### config.mk
export PLATFORM = sky130hd
export DESIGN_NAME = clock_hms_alarm
export DESIGN_NICKNAME = d
export VERILOG_FILES = /design/src/rtl/clock_hms_alarm.sv
export SDC_FILE = /design/constraint.sdc
export NUM_CORES = 1
export LEC_CHECK = 0
export BUFFER_PORTS_ARGS = -buffer_cell sky130_fd_sc_hd__buf_4
export CAP_MARGIN = 20
export CORE_UTILIZATION = 25
export CTS_CLUSTER_DIAMETER = 150
export CTS_CLUSTER_SIZE = 8
export DETAILED_ROUTE_END_ITERATION = 6
export SLEW_MARGIN = 20
export SYNTH_ARGS = -nofsm -noshare
export SYNTH_HDL_FRONTEND = slang
export SYNTH_SLANG_ARGS = --single-unit
### constraint.sdc
create_clock -name clk -period 2.7 [get_ports clk]
set_input_delay 0.135 -clock clk [delete_from_list [all_inputs] [get_ports clk]]
set_output_delay 0.135 -clock clk [all_outputs]
set_load 0.02 [all_outputs]
### src/rtl/clock_hms_alarm.sv
// Parametrised h:m:s up/down counter with range-checked load, wrap carry and latched alarm.
// Optional alarm logic is built only when CLOCK_HMS_ALARM_ALARM_EN is defined.
module clock_hms_alarm #(
  parameter int W        = 6,
  parameter int MAX_H    = 24,
  parameter int MAX_M    = 60,
  parameter int MAX_S    = 60,
  parameter int INIT_H   = 0,
  parameter int INIT_M   = 0,
  parameter int INIT_S   = 0,
  parameter int RING_LEN = 30
) (
  input  logic         clk,
  input  logic         reset,
  input  logic         en,
  input  logic         dir,
  input  logic         set,
  input  logic [W-1:0] set_h,
  input  logic [W-1:0] set_m,
  input  logic [W-1:0] set_s,
  output logic [W-1:0] out_h,
  output logic [W-1:0] out_m,
  output logic [W-1:0] out_s,
  output logic         carry,
  input  logic         alarm_wr,
  input  logic [W-1:0] alarm_h,
  input  logic [W-1:0] alarm_m,
  input  logic         alarm_ack,
  output logic         alarm_ring
);

  typedef enum logic {WORK, HOLD} state_t;

  state_t       state_q, state_d;
  logic [W-1:0] h_q, h_d, m_q, m_d, s_q, s_d;
  logic         carry_q, carry_d;
  logic         step;

  function automatic logic [W-1:0] clamp(input logic [W-1:0] v, input int lim);
    return (32'(v) >= lim) ? '0 : v;
  endfunction

  always_comb begin
    state_d = state_q;
    h_d     = h_q;
    m_d     = m_q;
    s_d     = s_q;
    carry_d = 1'b0;
    step    = 1'b0;
    if (set) begin
      h_d     = clamp(set_h, MAX_H);
      m_d     = clamp(set_m, MAX_M);
      s_d     = clamp(set_s, MAX_S);
      state_d = HOLD;
    end else if (state_q == HOLD) begin
      state_d = WORK;
    end else if (en) begin
      step = 1'b1;
      if (!dir) begin
        if (s_q == W'(MAX_S-1)) begin
          s_d = '0;
          if (m_q == W'(MAX_M-1)) begin
            m_d = '0;
            if (h_q == W'(MAX_H-1)) begin
              h_d     = '0;
              carry_d = 1'b1;
            end else begin
              h_d = h_q + W'(1);
            end
          end else begin
            m_d = m_q + W'(1);
          end
        end else begin
          s_d = s_q + W'(1);
        end
      end else begin
        if (s_q == '0) begin
          s_d = W'(MAX_S-1);
          if (m_q == '0) begin
            m_d = W'(MAX_M-1);
            if (h_q == '0) begin
              h_d     = W'(MAX_H-1);
              carry_d = 1'b1;
            end else begin
              h_d = h_q - W'(1);
            end
          end else begin
            m_d = m_q - W'(1);
          end
        end else begin
          s_d = s_q - W'(1);
        end
      end
    end
  end

  always_ff @(posedge clk) begin
    if (reset) begin
      state_q <= WORK;
      h_q     <= W'(INIT_H);
      m_q     <= W'(INIT_M);
      s_q     <= W'(INIT_S);
      carry_q <= 1'b0;
    end else begin
      state_q <= state_d;
      h_q     <= h_d;
      m_q     <= m_d;
      s_q     <= s_d;
      carry_q <= carry_d;
    end
  end

  assign out_h = h_q;
  assign out_m = m_q;
  assign out_s = s_q;
  assign carry = carry_q;

`ifdef CLOCK_HMS_ALARM_ALARM_EN
  localparam int CW = $clog2(RING_LEN + 1);

  logic [W-1:0]  ah_q, ah_d, am_q, am_d;
  logic          armed_q, armed_d, ring_q, ring_d;
  logic [CW-1:0] rc_q, rc_d;

  // Match uses the pre-edge alarm registers; a new match outranks a same-cycle ack.
  always_comb begin
    ah_d    = ah_q;
    am_d    = am_q;
    armed_d = armed_q;
    ring_d  = ring_q;
    rc_d    = rc_q;
    if (alarm_wr) begin
      ah_d    = clamp(alarm_h, MAX_H);
      am_d    = clamp(alarm_m, MAX_M);
      armed_d = 1'b1;
    end
    if (set) begin
      ring_d = 1'b0;
      rc_d   = '0;
    end else if (step && armed_q && h_d == ah_q && m_d == am_q && s_d == '0) begin
      ring_d = 1'b1;
      rc_d   = CW'(RING_LEN);
    end else if (alarm_ack) begin
      ring_d = 1'b0;
      rc_d   = '0;
    end else if (step && ring_q) begin
      if (rc_q <= CW'(1)) begin
        ring_d = 1'b0;
        rc_d   = '0;
      end else begin
        rc_d = rc_q - CW'(1);
      end
    end
  end

  always_ff @(posedge clk) begin
    if (reset) begin
      ah_q    <= '0;
      am_q    <= '0;
      armed_q <= 1'b0;
      ring_q  <= 1'b0;
      rc_q    <= '0;
    end else begin
      ah_q    <= ah_d;
      am_q    <= am_d;
      armed_q <= armed_d;
      ring_q  <= ring_d;
      rc_q    <= rc_d;
    end
  end

  assign alarm_ring = ring_q;
`else
  logic unused_alarm_inputs;
  assign unused_alarm_inputs = ^{alarm_wr, alarm_h, alarm_m, alarm_ack};
  assign alarm_ring = 1'b0;
`endif

endmodule

==> results_dict.tcl <==
set metrics [dict create \
    clkTransAtPathRegs_ns 0.08 \
    start_kind "flip-flop" \
    antenna_cells 0 \
    critical-path-top-delay-family "simple AND/OR/NAND/NOR gates" \
    ys_ff_latch 20 \
    end_kind "flip-flop" \
    path_buf_inv 0 \
    hold_viol_final 0 \
    maxSlewViolCount 0 \
    seq_area_frac_synth_pct 22.63 \
    io_buffers 41 \
    yosys_warnings 0 \
    syn_avg_cell_area_sq_um 7.726 \
    final_util_pct 31.78 \
    gr-usage-all-layers_pct 13.47 \
    antenna_found_initial 0 \
    synth_edf_count 0 \
    synth_top_family_by_area "compound AO/OA/AOI/OAI gates" \
    htreeDepth 1 \
    fin_nets 304 \
    io_pins 57 \
    synth-adder-area-share_pct 6.365 \
    setup-violations-final 0 \
    synthCells 229 \
    ctsResizeCount 0 \
    grt_pass1_wl_microns 7928 \
    synthArstFlopShare_pct 0 \
    clock_sinks 20 \
    firstDrtPassIters 4 \
    vias_per_cell 5.037 \
    coreArea_sq_um 6832 \
    drive_gt1_share_pct 22.57 \
    hp-class "in2reg" \
    initial_core_util_pct 25.90 \
    ctsHoldBuffers 0 \
    syn_nets 275 \
    tns_ns 0 \
    cts_root_buf "clkbuf_8" \
    swShare_pct 36.33 \
    relSlewSlack_pct 61.59 \
    dieHeight_microns 86.13 \
    fin_crit_ns 2.264 \
    synth.distinct_cells 55 \
    synthMuxAreaShare_pct 0.6365 \
    syn_area_sq_um 1769 \
    syn_to_final_growth_pct 22.70 \
    grt-ovfl-total 0 \
    final_cell_mix "buf_4, nor2_1, dfxtp_1" \
    maxCapViolCount 0 \
    cts_tree "done" \
    rows 30 \
    power_per_cell_area_nw_per_um2 439.7 \
    final_common_cell "buf_4" \
    max_freq_mhz 441.6 \
    crit_fanout 8 \
    combPwrFrac_pct 35.9 \
    worstMarginPinSlew_ns 0.5727 \
    fin_crit_sh_pct 83.87 \
    clockPowerShare_pct 25.0 \
    p_switching_w 0.0003467 \
    cts_buffers 3 \
    clkLatencyLatePin_ns 0.26 \
    die_x_microns 86.13 \
    crit_chain "ha_1 > nand4b_1 > or3_4 > a221oi_4 > or2_2 > o221a_2" \
    route.detailed.drc 0 \
    vias 1778 \
    place_congestion 0.7866 \
    place_hpwl_microns 3656 \
    worst_path_largest_cell_delay_ns 0.45 \
    clk_path_buf_depth 2 \
    status "completed" \
    drtIter0Drc 78 \
    synthFlopType "dfxtp_1" \
    crit_required_ns 2.92 \
    dieArea_sq_um 7418 \
    p_int_w 0.0006078 \
    p_leak_nw 0.8412 \
    clock_skew_ns 0.006996 \
    grt_max_degree 21 \
    wl_per_cell_microns 13.73 \
    slowest_stage "dfxtp_1" \
    wl_microns 4846 \
    synth_compound_area_share_pct 27.23 \
    crit_arrival_ns 2.48 \
    ir_worst_vdd_mv 0.2225 \
    synthSimpleGateAreaFrac_pct 26.66 \
    synth-xor-area-share_pct 8.911 \
    first_global_vias 1588 \
    post_cts_buffers 0 \
    grt_setup_unrepaired "no" \
    seqPwrFrac_pct 39.1 \
    ant_nets 0 \
    crit_type "reg2reg" \
]
worst min-delay path, cell delays in order:
cell	delay (ns)
buf_4	0.11
nand2_1	0.06
a311oi_1	0.09
state kept, by name (all words and copies together), names as in the netlist:
signal,count
carry,1
out_h,6
out_m,6
out_s,6
state_q,1
path summary, 6_finish.rpt:
check	startpoint	slack (ns)	depth (start not counted)	end
worst max-delay path	out_s[0]	0.44	6	out_h[0]
worst min-delay path	set_h[2]	0.18	3	out_h[2]
worst max register to register	out_s[0]	0.44	6	out_h[0]
worst min register to register	out_h[5]	0.56	2	out_h[5]
metal layers:
metal / wire, microns / share of wire [%] / GRT usage (%)
met3: 238 / 4.9 / 3.080
met5: 0 / 0 / 0
met4: 14 / 0.29 / 1.818
met1: 2432 / 50 / 19.27
met2: 2160 / 45 / 21.00
cell families after synthesis:
family,Yosys count
other,1
and+or+nand+nor,85
xor gates and xnor gates,18
DFF,20
buffers and inverters,29
muxes,1
adders and majority gates,9
AOI/OAI and AO/OA,66
cell usage after synthesis (all sizes together), types with 2 or more instances:
master    n  area (sq um)
clkbuf   10         38.78
nand2b    3         18.77
nor2     25         93.84
nor3     14         75.07
a22oi     2         15.01
xor2      8         70.07
a41oi     2         17.52
nand2     8         30.03
a21oi    13         65.06
nand4     3         18.77
a2111oi   2         23.77
ha        9         112.6
nor3b     3         22.52
a211oi   11         82.58
a31oi     4         25.02
nand4b    2         32.53
a311oi    5         43.79
nand3    12         60.06
inv      11         41.29
xnor2    10         87.58
dfxtp    20         400.4
a32o      2         20.02
a32oi     2         17.52
or3       5         41.29
buf       8         50.04
and3      2         12.51
o21ai    12         60.06
a221oi    3         43.80
layout make-up:
cell class	instances	area [sq um]
inverters	11	41.29
well taps	96	120.1
fillers	768	4661
multi-input cells	180	1239
flip-flops and latches	20	400.4
repair buffers	42	315.3
clock buffers	4	55.05
per-stage QoR:
stage	instance area [sq um]	total power (W)	setup WS (ns)	cells	hold slack (ns)
after floorplan	1769	0.0006167	0.5295	229	0.3032
after global placement	2116	0.0007217	0.4871	349	0.4511
after detailed placement	2116	0.0007247	0.4493	349	0.4522
after CTS	2171	0.0009661	0.4296	353	0.1678
after global routing	2171	0.001020	0.2417	353	0.2063
final	2171	0.0009545	0.4356	353	0.1799
power groups by stage:
| stage | registers, W | clock network, W | logic [W] |
|---|---|---|---|
| global route | 0.000382 | 0.000260 | 0.000378 |
| finish | 0.000373 | 0.000238 | 0.000343 |
| CTS | 0.000374 | 0.000247 | 0.000344 |
| detailed placement | 0.000381 | 0 | 0.000343 |
| global placement | 0.000381 | 0 | 0.000341 |
| floorplan | 0.000376 | 0 | 0.000241 |
(Power assumes the default switching activity.)
